$ cat src/rtl/sy_htif_responder.sv
// sy_htif_responder
// Target-side HTIF endpoint that owns the tohost/fromhost doublewords.
// Each tohost store is decoded into one of three actions:
//   - an exit request, which halts the block
//   - a console putchar, which is buffered in a small FIFO and then acknowledged
//   - an unknown command, which is only acknowledged
// Acknowledgement is written back through fromhost.
module sy_htif_responder #(
    parameter int unsigned     AWTH          = 64,
    parameter logic [AWTH-1:0] TOHOST_ADDR   = AWTH'(64'h8000_1000),
    parameter logic [AWTH-1:0] FROMHOST_ADDR = AWTH'(64'h8000_1040),
    parameter int unsigned     FIFO_DEPTH    = 4
) (
    input  logic            clk_i,
    input  logic            rst_i,
    input  logic            req_vld_i,
    output logic            req_rdy_o,
    input  logic            req_we_i,
    input  logic [AWTH-1:0] req_addr_i,
    input  logic [63:0]     req_wdata_i,
    output logic            rsp_vld_o,
    output logic [63:0]     rsp_rdata_o,
    output logic            con_vld_o,
    output logic [7:0]      con_char_o,
    input  logic            con_rdy_i,
    output logic            halt_o,
    output logic            pass_o,
    output logic [62:0]     exit_code_o
);

    localparam int unsigned    PTR_W         = (FIFO_DEPTH > 1) ? $clog2(FIFO_DEPTH) : 1;
    localparam logic [PTR_W:0] FIFO_FULL_CNT = (PTR_W + 1)'(FIFO_DEPTH);

    typedef enum logic [1:0] {
        IDLE,
        CONS,
        ACK,
        HALT
    } state_e;

    state_e          state_q;
    logic [63:0]     tohost_q;
    logic [63:0]     fromhost_q;
    logic            halt_q;
    logic            pass_q;
    logic [62:0]     exit_code_q;
    logic            rsp_vld_q;
    logic [63:0]     rsp_rdata_q;
    logic [63:0]     rsp_rdata_d;
    logic [7:0]      fifo_mem_q [FIFO_DEPTH];
    logic [PTR_W-1:0] wr_ptr_q;
    logic [PTR_W-1:0] rd_ptr_q;
    logic [PTR_W:0]  count_q;
    logic [PTR_W:0]  count_d;

    logic tohostHit;
    logic fromhostHit;
    logic reqAccept;
    logic tohostWrite;
    logic fromhostWrite;
    logic isPutchar;
    logic fifoEmpty;
    logic fifoFull;
    logic fifoPush;
    logic fifoPop;

    // Address decode, handshake, FIFO control and read-data selection for the current request
    always_comb begin
        tohostHit     = (req_addr_i == TOHOST_ADDR);
        fromhostHit   = (req_addr_i == FROMHOST_ADDR);
        // Only a tohost store is held off, and only while a command is still in flight;
        // in HALT such stores are accepted and simply dropped
        req_rdy_o     = !(((state_q == CONS) || (state_q == ACK)) && req_we_i && tohostHit);
        reqAccept     = req_vld_i && req_rdy_o;
        tohostWrite   = reqAccept && req_we_i && tohostHit && (state_q == IDLE);
        fromhostWrite = reqAccept && req_we_i && fromhostHit;
        isPutchar     = (req_wdata_i[63:56] == 8'h01) && (req_wdata_i[55:48] == 8'h01);
        fifoEmpty     = (count_q == '0);
        fifoFull      = (count_q == FIFO_FULL_CNT);
        fifoPop       = !fifoEmpty && con_rdy_i;
        // A pop in the same cycle frees the slot, so a full FIFO can still take the character
        fifoPush      = (state_q == CONS) && (!fifoFull || fifoPop);
        rsp_rdata_d   = 64'h0;
        if (reqAccept && !req_we_i) begin
            if (tohostHit) begin
                rsp_rdata_d = tohost_q;
            end else if (fromhostHit) begin
                rsp_rdata_d = fromhost_q;
            end
        end
        count_d = count_q;
        case ({fifoPush, fifoPop})
            2'b10:   count_d = count_q + (PTR_W + 1)'(1);
            2'b01:   count_d = count_q - (PTR_W + 1)'(1);
            default: count_d = count_q;
        endcase
    end

    // One-cycle response pulse for every accepted request, carrying read data sampled at acceptance
    always_ff @(posedge clk_i) begin
        if (rst_i) begin
            rsp_vld_q   <= 1'b0;
            rsp_rdata_q <= 64'h0;
        end else begin
            rsp_vld_q   <= reqAccept;
            rsp_rdata_q <= rsp_rdata_d;
        end
    end

    // Command FSM: captures tohost, decodes it, owns the exit status and the fromhost acknowledge
    always_ff @(posedge clk_i) begin
        if (rst_i) begin
            state_q     <= IDLE;
            tohost_q    <= 64'h0;
            fromhost_q  <= 64'h0;
            halt_q      <= 1'b0;
            pass_q      <= 1'b0;
            exit_code_q <= 63'h0;
        end else begin
            if (fromhostWrite) begin
                fromhost_q <= req_wdata_i;
            end
            case (state_q)
                IDLE: begin
                    if (tohostWrite) begin
                        tohost_q <= req_wdata_i;
                        // Console commands carry arbitrary character bytes, odd ones included,
                        // so the putchar pattern is recognised ahead of the exit bit
                        if (req_wdata_i == 64'h0) begin
                            state_q <= IDLE;
                        end else if (isPutchar) begin
                            state_q <= CONS;
                        end else if (req_wdata_i[0]) begin
                            state_q     <= HALT;
                            halt_q      <= 1'b1;
                            pass_q      <= (req_wdata_i == 64'h1);
                            exit_code_q <= req_wdata_i[63:1];
                        end else begin
                            state_q <= ACK;
                        end
                    end
                end
                CONS: begin
                    if (fifoPush) begin
                        state_q <= ACK;
                    end
                end
                ACK: begin
                    // The acknowledge overrides a same-cycle bus write to fromhost
                    fromhost_q <= {tohost_q[63:48], 48'h1};
                    tohost_q   <= 64'h0;
                    state_q    <= IDLE;
                end
                HALT: begin
                    state_q <= HALT;
                end
                default: begin
                    state_q <= IDLE;
                end
            endcase
        end
    end

    // Console character FIFO; storage is reset so the head reads 0 when idle after reset
    always_ff @(posedge clk_i) begin
        if (rst_i) begin
            for (int i = 0; i < FIFO_DEPTH; i++) begin
                fifo_mem_q[i] <= 8'h0;
            end
            wr_ptr_q <= '0;
            rd_ptr_q <= '0;
            count_q  <= '0;
        end else begin
            if (fifoPush) begin
                fifo_mem_q[wr_ptr_q] <= tohost_q[7:0];
                wr_ptr_q             <= wr_ptr_q + PTR_W'(1);
            end
            if (fifoPop) begin
                rd_ptr_q <= rd_ptr_q + PTR_W'(1);
            end
            count_q <= count_d;
        end
    end

    assign rsp_vld_o   = rsp_vld_q;
    assign rsp_rdata_o = rsp_rdata_q;
    assign con_vld_o   = !fifoEmpty;
    assign con_char_o  = fifo_mem_q[rd_ptr_q];
    assign halt_o      = halt_q;
    assign pass_o      = pass_q;
    assign exit_code_o = exit_code_q;

endmodule

$ cat config.mk
export PLATFORM = sky130hd
export DESIGN_NAME = sy_htif_responder
export DESIGN_NICKNAME = d
export VERILOG_FILES = /design/src/rtl/sy_htif_responder.sv
export SDC_FILE = /design/constraint.sdc
export NUM_CORES = 1
export LEC_CHECK = 0
export CAP_MARGIN = 20
export CORE_MARGIN = 5
export CORE_UTILIZATION = 54
export DETAILED_ROUTE_END_ITERATION = 16
export PLACE_DENSITY = 0.94
export SKIP_CTS_REPAIR_TIMING = 1
export SLEW_MARGIN = 5
export SYNTH_ARGS = -nofsm -noshare
export SYNTH_HDL_FRONTEND = slang
export SYNTH_SLANG_ARGS = --single-unit
$ cat constraint.sdc
create_clock -name clk_i -period 4.38 [get_ports clk_i]
set_input_delay 0.876 -clock clk_i [delete_from_list [all_inputs] [get_ports clk_i]]
set_output_delay 0.876 -clock clk_i [all_outputs]
set_load 0.05 [all_outputs]
* Yosys cells after proc, flatten, opt, wreduce, memory -nomap -nowiden
Memories as Yosys holds them, arrays and structs flattened. A register that Yosys moved wholly into a read port is not among the register bits.
Cells that the tools add are included.
** Storage, ports and cells
- Bits in read-only memories :: 0
- RAM bits :: 32
- Memories kept :: 1
- Output and inout port bits :: 140
- Latch bits :: 0
- Bits in registers :: 267
** Memories
- fifo_mem_q :: words 4, bits a word 8, read ports 1, clocked after memory_dff 1, write ports 4, line 50 : logic [7:0] fifo_mem_q [FIFO_DEPTH];
** Operators by class
- Reduce and logical (&&, ||, !) cells :: 29
- Bitwise logic cells :: 3
- Multiplexer cells :: 23
- Eq/ne operators :: 13
- Multipliers :: 0
- Add/sub/neg operators :: 4
- Div/mod/pow operators :: 0
- Order comparisons :: 0
- Shifts and indexed selects :: 0
** Operators with widths (count)
- 64-bit 2-to-1 mux :: 5
- 64-bit by 32-bit == test with 1-bit output (second input constant) :: 2
- 64-bit case mux with 2 select lines :: 1
- 64-bit by 1-bit == test with 1-bit output (second input constant) :: 1
- 64-bit logical NOT :: 1
- 8-bit by 1-bit == test with 1-bit output (second input constant) :: 2
- 2-bit 2-to-1 mux :: 7
- 1-bit logical AND :: 11
- 8-bit 2-to-1 mux :: 1
- 2-bit case mux with 4 select lines :: 1
- 8-bit OR reduction :: 1
- 1-bit 2-to-1 mux :: 7
- 2-bit == test (second input constant) :: 3
- 3-bit case mux with 2 select lines :: 1
- 2-bit nonzero test :: 3
- 5-bit AND reduction :: 1
- 2-bit by 1-bit adder with 2-bit output (second input constant) :: 2
- 2-bit by 1-bit == test with 1-bit output (second input constant) :: 2
- 1-bit logical NOT :: 4
- 2-bit inequality test (second input constant) :: 2
- 2-bit AND reduction :: 2
- 2-bit OR reduction :: 2
- 3-bit by 1-bit adder with 3-bit output (second input constant) :: 1
- 3-bit == test (second input constant) :: 1
- other kinds (5) :: 8

* Depth between registers and ports, before layout
Gate-level depths: netlist of the first run.
- Depth in word-level cells :: 11
- Mapped depth :: 10

* Worst setup path after synthesis of the first run
Ideal clock, no wire load.
- Kind :: input-to-output
- From :: input req_addr_i[56]
- To :: output req_rdy_o
- Path slack :: 856 ps
- Data required time :: 3504 ps
- Stages :: 7
- Arrival time :: 2648 ps
- Cell sequence :: nor4_2 -> nand4_1 -> or4_1 -> buf_6 -> clkbuf_1 -> nor2_1 -> nand3_1
** On the way
- Longest elaborated chain between the ends :: 3
** RTL lines
- start, declared :: line 19 : input logic [AWTH-1:0] req_addr_i,
- 64-bit by 32-bit == test with 1-bit output :: line 69 : tohostHit = (req_addr_i == TOHOST_ADDR);
- 1-bit logical AND :: line 73 : req_rdy_o = !(((state_q == CONS) || (state_q == ACK)) && req_we_i && tohostHit);
- 1-bit logical NOT :: line 73
- end, declared :: line 17 : output logic req_rdy_o,
Every way passes these cells.

* Worst setup path in the final report of the first run
- From :: input req_addr_i[36]
- To :: output req_rdy_o
Same word-level chain as after synthesis.

==> results of run 1 <==
final cells by class:
cell class | instances | area [um^2] | share of cell area [%]
Clock buffer | 39 | 844.6 | 5.325
Clock inverter | 12 | 210.2 | 1.325
Inverter | 28 | 105.1 | 0.6627
Multi-Input combinational cell | 829 | 5060 | 31.91
Sequential cell | 301 | 6346 | 40.02
Tap cell | 280 | 350.3 | 2.209
Timing Repair Buffer | 296 | 2943 | 18.56
metal layers:
metal | track usage, % | vias to the layer above | wire length (um) | share of wire, %
li1 | - | 5181 | - | -
met5 | 0 | - | 0 | 0
met1 | 38.96 | 5553 | 14900 | 38
met3 | 6.753 | 112 | 4419 | 11
met2 | 49.19 | 756 | 19000 | 48
met4 | 9.152 | 0 | 1311 | 3.3
critical path, delay by kind of cell:
kind | cells | cell delay (ns)
buffers and inverters | 2 | 0.65
and+or+nand+nor | 5 | 1.53
registers in the layout, indices dropped and copies added, names as in the netlist, named ones only:
name / cells
fromhost_q: 64
rsp_rdata_o: 64
tohost_q: 64
exit_code_o: 63
fifo_mem_q: 32
count_q: 3
rd_ptr_q: 2
state_q: 2
wr_ptr_q: 2
halt_o: 1
pass_o: 1
rsp_vld_o: 1
synthesized netlist by cell type, types with 2 or more instances:
cell and n:
a311oi_1 2, buf_1 3, nor4_2 5, and3_1 8, edfxtp_1 32, or2_2 2
nand4_1 12, nand3_1 259, or3_1 4, nor2_1 33, inv_1 28, nor4_1 34
a21oi_1 196, xnor2_1 3, a22o_1 64, nor4b_1 5, xor2_1 3, mux4_2 8
clkbuf_1 101, buf_2 17, o311a_1 17, nand2_1 9, o21ai_0 52, ha_1 5
and2_1 26, o31ai_1 64, dfxtp_1 269, buf_6 13, nor3_1 6
stage by stage:
step	hold WS (ns)	util, %	cell area (um^2)	total power, mW	setup slack, ns
finish	0.4606	72.22	15860	5.878	0.4616
global route	0.4774	72.22	15860	6.014	0.2987
CTS	0.4626	72.22	15860	5.879	0.4592
detailed placement	0.4545	67.42	14800	3.194	0.4592
global placement	0.4492	67.42	14800	3.188	0.4777
floorplan	0.4401	-	12090	2.979	0.8557
cells by family after synthesis:
logic type | share of synthesized area [%]
buf+inv | 6.074
mux | 1.666
fa+ha+maj | 0.6830
compound gates | 20.60
simple gates | 18.06
xor+xnor | 0.4347
flops | 52.48
worst max path at each step:
stage / slack, ns / end / cells past startpoint / start
floorplan: 0.86 / req_rdy_o / 7 / req_addr_i[56]
CTS: 0.46 / req_rdy_o / 7 / req_addr_i[36]
global placement: 0.48 / req_rdy_o / 7 / req_addr_i[36]
detailed placement: 0.46 / req_rdy_o / 7 / req_addr_i[36]
finish: 0.46 / req_rdy_o / 7 / req_addr_i[36]
global route: 0.30 / req_rdy_o / 7 / req_addr_i[5]
where the power goes:
part / total [mW] / internal, mW / leakage [nW] / switching [mW]
combinational: 0.348 / 0.137 / 2.18 / 0.212
sequential: 2.80 / 2.79 / 2.50 / 0.00364
clock: 2.73 / 1.69 / 0.525 / 1.04
==> flow_metrics.py, run 1 <==
metrics = {
    "outcome": {
        "status": "finished clean",
    },
    "finish": {
        "layout-drive-gt1-share_pct": 6.910,
        "nets": 1623,
        "fin_cells": 1785,
        "layout_common_cells": "dfxtp_1, clkdlybuf4s50_1, nand3_1, a21oi_1",
        "syn_to_final_growth_pct": 31.16,
        "antenna_cells": 0,
        "fillers": 1491,
    },
    "flow_run": {
        "maxCapViolCount": 0,
    },
    "floorplanning": {
        "core_area_um2": 21960,
        "initial_utilization_pct": 55.07,
        "fp.dieArea_um2": 25480,
        "placementRows": 54,
        "die_x_um": 159.6,
        "die_h_um": 159.6,
        "ios": 273,
    },
    "global_route": {
        "grt_overflow_total": 0,
        "grt_max_degree": 98,
        "grt_pass1_wl_um": 63260,
        "antenna_found_initial": 0,
        "grt_util_all_layers_pct": 29.68,
        "first_global_vias": 11420,
    },
    "clocking": {
        "path_clk_slew_ns": 0.07,
        "htree_levels": 1,
        "numCtsBuffers": 28,
        "clk_latency_ns": 0.53,
        "cts_tree": "built",
        "clock-sinks": 301,
        "clk_path_buf_depth": 3,
        "cts_root_buffer": "clkbuf_16",
    },
    "power_and_ir_drop": {
        "ir_drop_v": 0.0003541,
        "power_density_nw_per_um2": 370.7,
        "leakagePower_nw": 5.196,
    },
    "synth": {
        "synth_seq_cells": 301,
        "synth-main-ff-cell": "dfxtp_1",
        "syn_area_per_cell_um2": 9.352,
        "ys_seq_area_share_pct": 52.48,
        "synth-async-reset-ratio_pct": 0,
        "synth_top_area_share_pct": 44.54,
        "synth_area_um2": 12090,
        "yosysTopAreaCell": "dfxtp_1",
        "ys_warn_count": 0,
        "synth_cells": 1293,
        "synth_cell_types": 42,
        "ys_top_cells_by_area": "dfxtp_1, nand3_1, a21oi_1",
        "synth_fp_nets": 1432,
        "synth_edf_count": 32,
    },
    "min_path": {
        "hold_path.class": "reg2reg",
        "min_to": "rsp_rdata_o[9]",
        "min_from": "fromhost_q[9]",
        "hold_depth": 2,
    },
    "timing": {
        "rsz0062_at_grt": "false",
        "finalSetupViolations": 0,
        "max_slew.worst_pin.slew_ns": 1.046,
        "min_period_ns": 3.918,
        "finalCritPeriodShare_pct": 89.46,
        "drv_slew": 0,
        "max_freq_mhz": 255.2,
        "tns_ns": 0,
        "hold_violations": 0,
        "skew_ns": 0.01321,
        "slew_headroom_pct": 30.28,
    },
    "worst_setup_path": {
        "crit_fanout": 6,
        "worst_r2r_endpoint": "exit_code_o[48]",
        "r2r-start": "state_q[0]",
        "cp_slowest_cell": "or4_4",
        "cp.required_ns": 3.50,
        "path_cells": "clkdlybuf4s50_1 -> nor4_2 -> nand4_1 -> or4_4 -> nor2_1 -> nand3_1 -> buf_4",
        "critPathKind": "in2out",
        "critPathCaptureType": "output port",
        "cp_data_arrival_time_ns": 3.04,
        "worst_path_largest_cell_delay_ns": 0.65,
        "crit_path_start_kind": "input pin",
        "reg2regPathDepth": 7,
        "regToRegSetupSlack_ns": 1.38,
    },
    "route": {
        "ant_nets": 0,
        "avgViaCountPerCell": 6.500,
        "routed_wl_um": 39630,
        "wire_per_inst_um": 22.20,
        "first_iter_violations": 1307,
        "drc": 0,
        "num_vias": 11600,
        "dr.pass1.iters": 8,
    },
    "placement": {
        "hpwlAfterDp_um": 24990,
        "place.port_buffers": 272,
        "routabilityCongestion": 0.9264,
        "dp_cells": 1734,
    },
}
No activity file was read; power rests on OpenSTA's default activity.
==> run 2: changes to the inputs <==
--- a/config.mk
+++ b/config.mk
@@ -9,6 +9,7 @@
 export CORE_MARGIN = 5
 export CORE_UTILIZATION = 54
 export DETAILED_ROUTE_END_ITERATION = 16
+export GPL_TIMING_DRIVEN = 0
 export PLACE_DENSITY = 0.94
 export SKIP_CTS_REPAIR_TIMING = 1
 export SLEW_MARGIN = 5
==> run 2 against run 1 <==
Routed wire length up 4.4%. Die area unchanged. Cell area is 2.2% higher. Count of clock-buffer cells in the layout increased by 1. Critical endpoint unchanged. Via count grew 4.7%. Clock power shrank 4%. Fmax decreased by 4.5%.
==> flow_metrics.py, run 2 (synthesis gave the netlist of run 1 again) <==
metrics = {
    "outcome": {
        "status": "finished clean",
    },
    "worst_setup_path": {
        "cp_data_arrival_time_ns": 3.23,
        "reg2regPathDepth": 8,
        "worst_path_largest_cell_delay_ns": 0.55,
        "critPathCaptureType": "output port",
        "path_cells": "clkdlybuf4s50_1 -> nor4_1 -> nand4_1 -> or4_1 -> buf_6 -> nor2_1 -> nand3_1 -> dlymetal6s2s_1",
        "r2r-start": "state_q[1]",
        "critPathBufInv": 3,
        "cp_slowest_cell": "or4_1",
        "crit_family": "simple AND/OR/NAND/NOR gates",
        "cp.required_ns": 3.50,
        "regToRegSetupSlack_ns": 1.36,
        "critPathKind": "in2out",
        "worst_r2r_endpoint": "exit_code_o[59]",
        "crit_fanout": 16,
        "crit_path_start_kind": "input pin",
    },
    "floorplanning": {
        "initial_utilization_pct": 55.07,
        "core_area_um2": 21960,
        "ios": 273,
        "placementRows": 54,
        "die_x_um": 159.6,
        "die_h_um": 159.6,
        "fp.dieArea_um2": 25480,
    },
    "timing": {
        "max_slew.worst_pin.slew_ns": 0.9875,
        "rsz0062_at_grt": "false",
        "max_freq_mhz": 243.6,
        "setup_slack_ns": 0.2752,
        "tns_ns": 0,
        "slew_headroom_pct": 33.47,
        "min_period_ns": 4.105,
        "holdWs_ns": 0.4666,
        "finalCritPeriodShare_pct": 93.72,
        "finalSetupViolations": 0,
        "hold_violations": 0,
        "drv_slew": 0,
        "skew_ns": 0.01083,
    },
    "power_and_ir_drop": {
        "leakagePower_nw": 5.322,
        "power_mw": 5.795,
        "power_density_nw_per_um2": 357.6,
        "ir_drop_v": 0.0002439,
    },
    "global_route": {
        "first_global_vias": 11740,
        "grt_overflow_total": 0,
        "antenna_found_initial": 0,
        "grt_max_degree": 16,
        "grt_pass1_wl_um": 64170,
        "grt_util_all_layers_pct": 30.63,
    },
    "finish": {
        "multi_input_area_um2": 5024,
        "layout-drive-gt1-share_pct": 6.238,
        "syn_to_final_growth_pct": 34.01,
        "fillers": 1478,
        "antenna_cells": 0,
        "layout_common_cells": "clkdlybuf4s50_1, dfxtp_1, nand3_1, a21oi_1, clkbuf_1",
        "finalInstanceArea_um2": 16200,
        "nets": 1736,
        "layout_commonest_cell": "clkdlybuf4s50_1",
        "regArea_um2": 6346,
        "fin_cells": 1899,
        "fin_util_pct": 73.79,
    },
    "min_path": {
        "hold_path.class": "reg2reg",
        "min_to": "rsp_rdata_o[12]",
        "min_from": "fromhost_q[12]",
        "hold_depth": 2,
    },
    "clocking": {
        "cts_tree": "built",
        "clock-sinks": 301,
        "numCtsBuffers": 29,
        "htree_levels": 1,
        "cts_root_buffer": "clkbuf_16",
        "clk_latency_ns": 0.54,
        "clk_path_buf_depth": 3,
        "path_clk_slew_ns": 0.07,
    },
    "placement": {
        "dp_cells": 1845,
        "hpwlAfterDp_um": 29250,
        "place_area_um2": 15160,
        "place.port_buffers": 272,
        "routabilityCongestion": 0.9192,
        "pre_cts_slack_ns": -0.4673,
    },
    "route": {
        "num_vias": 12140,
        "wire_per_inst_um": 21.78,
        "ant_nets": 0,
        "drc": 0,
        "routed_wl_um": 41360,
        "dr.pass1.iters": 10,
        "first_iter_violations": 1747,
        "avgViaCountPerCell": 6.394,
    },
    "flow_run": {
        "maxCapViolCount": 0,
    },
}
[run 2: power by group]
group          internal (mW)  total [mW]  leakage [nW]  switching, mW
clock                   1.55        2.63         0.500           1.08
combinational          0.146       0.367          2.33          0.220
sequential              2.79        2.80          2.50        0.00349
[run 2: metal layers]
metal	part of all wire [%]	vias up	global-route usage [%]	wire (um)
li1	-	5415	-	-
met2	46	882	48.78	18970
met1	38	5671	40.25	15680
met5	0	-	0	0
met3	12	174	7.680	4951
met4	4.3	0	12.23	1763
[run 2: cell type report]
type	count	share of cell area (%)
flip-flops and latches	301	39.16
multi-input cells	829	31.00
repair buffers	274	16.89
clock buffers	40	5.305
plain buffers	134	3.861
well taps	280	2.162
clock inverters	13	0.9652
inverters	28	0.6486
[run 2: tightest hold or removal path, stage by stage (launching register included)]
cell     delay, ns
dfxtp_1       0.31
nand3_1       0.06
a21oi_1       0.05
[run 2: how the worst max path moves through the flow]
stage,start,endpoint,slack (ns),cells after the start
6_report,req_addr_i[22],req_rdy_o,0.28,8
5_1_grt,req_addr_i[22],req_rdy_o,0.16,8
4_1_cts,req_addr_i[59],req_rdy_o,-0.49,9
3_5_place_dp,req_addr_i[56],req_rdy_o,-0.47,9
3_3_place_gp,req_addr_i[59],req_rdy_o,-0.44,9
2_1_floorplan,req_addr_i[56],req_rdy_o,0.86,7
==> run 3: changes to the inputs <==
--- a/config.mk
+++ b/config.mk
@@ -5,6 +5,7 @@
 export SDC_FILE = /design/constraint.sdc
 export NUM_CORES = 1
 export LEC_CHECK = 0
+export ABC_AREA = 1
 export CAP_MARGIN = 20
 export CORE_MARGIN = 5
 export CORE_UTILIZATION = 54
==> run 3 against run 2 <==
Total power is 12% higher. Synthesized cell count is 30% higher. Cell area is 0.50% higher. Area after synthesis is 1.0% higher. Clock skew is 0.0039 ns higher. Die area is 0.98% higher. Sequential share of layout area is 0.20 points lower. Global-route usage is 0.37 points higher. Combinational power grew to 2.9 times the previous value. Non-clock buffer count is 45 lower.
==> flow_metrics.py, run 3 <==
metrics = {
    "floorplanning": {
        "core_area_um2": 22430,
        "die_h_um": 160.4,
        "initial_utilization_pct": 54.46,
        "fp.dieArea_um2": 25730,
        "ios": 273,
        "die_x_um": 160.4,
        "placementRows": 55,
    },
    "worst_setup_path": {
        "crit_fanout": 4,
        "critPathBufInv": 3,
        "critPathKind": "in2out",
        "crit_path_start_kind": "input pin",
        "critPathLaunch": "req_addr_i[12]",
        "path_cells": "clkdlybuf4s50_1 -> inv_1 -> nor2_1 -> nand2_1 -> nor2_1 -> nand2_1 -> nor2_2 -> nand3b_2 -> clkdlybuf4s50_1",
        "regToRegSetupSlack_ns": 1.55,
        "cp_data_arrival_time_ns": 2.86,
        "cp.required_ns": 3.50,
        "cp_slowest_cell": "clkdlybuf4s50_1",
        "r2r-start": "state_q[0]",
        "critPathCaptureType": "output port",
        "crit_family": "buffers and inverters",
        "worst_path_largest_cell_delay_ns": 0.76,
    },
    "timing": {
        "holdWs_ns": 0.4639,
        "drv_slew": 0,
        "tns_ns": 0,
        "slew_headroom_pct": 24.26,
        "max_freq_mhz": 267.4,
        "finalCritPeriodShare_pct": 85.39,
        "finalSetupViolations": 0,
        "max_slew.worst_pin.slew_ns": 1.129,
        "min_period_ns": 3.740,
        "hold_violations": 0,
        "skew_ns": 0.01468,
        "rsz0062_at_grt": "false",
    },
    "synth": {
        "ys_warn_count": 0,
        "synth_top_area_share_pct": 44.08,
        "synth_cell_types": 31,
        "syn_area_per_cell_um2": 7.273,
        "synth-main-ff-cell": "dfxtp_1",
        "post-synth-top-count-cell": "nand2_1",
        "synth_seq_cells": 301,
        "synth-async-reset-ratio_pct": 0,
        "ys_top_cells_by_area": "dfxtp_1, nand2_1, nor2_1",
        "synth_fp_nets": 1819,
        "yosysTopAreaCell": "dfxtp_1",
        "yosys-top-cells-count": "nand2_1, nor2_1, dfxtp_1, inv_1, a21oi_1",
        "synth_cells": 1680,
        "synth_area_um2": 12220,
        "synth_edf_count": 32,
        "ys_seq_area_share_pct": 51.94,
    },
    "clocking": {
        "numCtsBuffers": 30,
        "clk_path_buf_depth": 3,
        "clock-sinks": 301,
        "cts_root_buffer": "clkbuf_16",
        "path_clk_slew_ns": 0.06,
        "htree_levels": 1,
        "cts_tree": "built",
        "clk_latency_ns": 0.56,
    },
    "route": {
        "first_iter_violations": 1896,
        "drc": 0,
        "avgViaCountPerCell": 5.628,
        "routed_wl_um": 41750,
        "num_vias": 12920,
        "wire_per_inst_um": 18.18,
        "dr.pass1.iters": 6,
        "ant_nets": 0,
    },
    "finish": {
        "syn_to_final_growth_pct": 33.29,
        "multi_input_area_um2": 4875,
        "finalInstanceArea_um2": 16290,
        "layout_common_cells": "nand2_1, nor2_1, clkdlybuf4s50_1, dfxtp_1, inv_1",
        "nets": 2126,
        "fillers": 1577,
        "layout_commonest_cell": "nand2_1",
        "regArea_um2": 6346,
        "layout-drive-gt1-share_pct": 5.075,
    },
    "global_route": {
        "grt_pass1_wl_um": 65580,
        "use_met3_pct": 7.390,
        "grt_max_degree": 15,
        "grtUsageMet2_pct": 50.71,
        "grt_util_all_layers_pct": 31.00,
        "antenna_found_initial": 2,
        "grt-busiest-layer": "met2",
        "grt_overflow_total": 0,
        "use_met1_pct": 37.41,
        "first_global_vias": 12930,
    },
    "placement": {
        "place.port_buffers": 272,
        "hpwlAfterDp_um": 29400,
        "routabilityCongestion": 0.9597,
        "place_area_um2": 15300,
    },
    "outcome": {
        "status": "finished clean",
    },
    "power_and_ir_drop": {
        "leakagePower_nw": 6.566,
        "power_density_nw_per_um2": 398.6,
        "ir_drop_v": 0.0003040,
    },
    "flow_run": {
        "maxCapViolCount": 0,
    },
    "min_path": {
        "hold_path.class": "reg2reg",
        "min_from": "fromhost_q[11]",
    },
}
## run 3: report_power, final
| group | switching (mW) | internal (mW) |
|---|---|---|
| logic | 0.746 | 0.315 |
| clock network | 1.08 | 1.43 |
| registers | 0.0505 | 2.87 |
## run 3: layout make-up
type                       instances  share of cell area [%]
sequential                       301                   38.97
multi-input combinational       1141                   29.93
timing repair buffer             275                   16.81
clock buffer                      43                   5.539
inverter                         150                   3.457
buffer                            88                   2.666
tap                              285                   2.190
clock inverter                    12                  0.4226
antenna                            1                 0.01537
## run 3: layer usage
metal  wire, um  vias up
met5         13        -
li1           -     5894
met3       4709      251
met2      19390      930
met1      15040     5846
met4       2600        2
## run 3: metrics by stage
stage	std cells	utilization [%]	power, mW	setup WS [ns]
floorplan	1680	-	3.551	1.796
detailed placement	2237	68.19	3.984	0.6302
global route	2296	72.59	6.699	0.5098
CTS	2292	72.52	6.456	0.6286
global placement	2237	68.19	3.942	0.6701
finish	2296	72.59	6.492	0.6397
## run 3: logic make-up after synthesis
| kind of cell | after synthesis | synth area share, % |
|---|---|---|
| simple gates | 872 | 28.35 |
| flops | 301 | 51.94 |
| compound gates | 263 | 10.88 |
| buf+inv | 238 | 8.162 |
| fa+ha+maj | 6 | 0.6759 |
## run 3: worst paths after layout
kind                                         to  depth (start not counted)
worst max-delay path                  req_rdy_o                          9
worst min-delay path            rsp_rdata_o[11]                          2
worst max register to register     tohost_q[61]                          7
worst min register to register  rsp_rdata_o[11]                          2
## run 3: worst min-delay path, delay by kind of cell, from the launching register on
family	cells	cell delay [ns]
flops	1	0.31
simple gates	1	0.06
compound gates	1	0.05
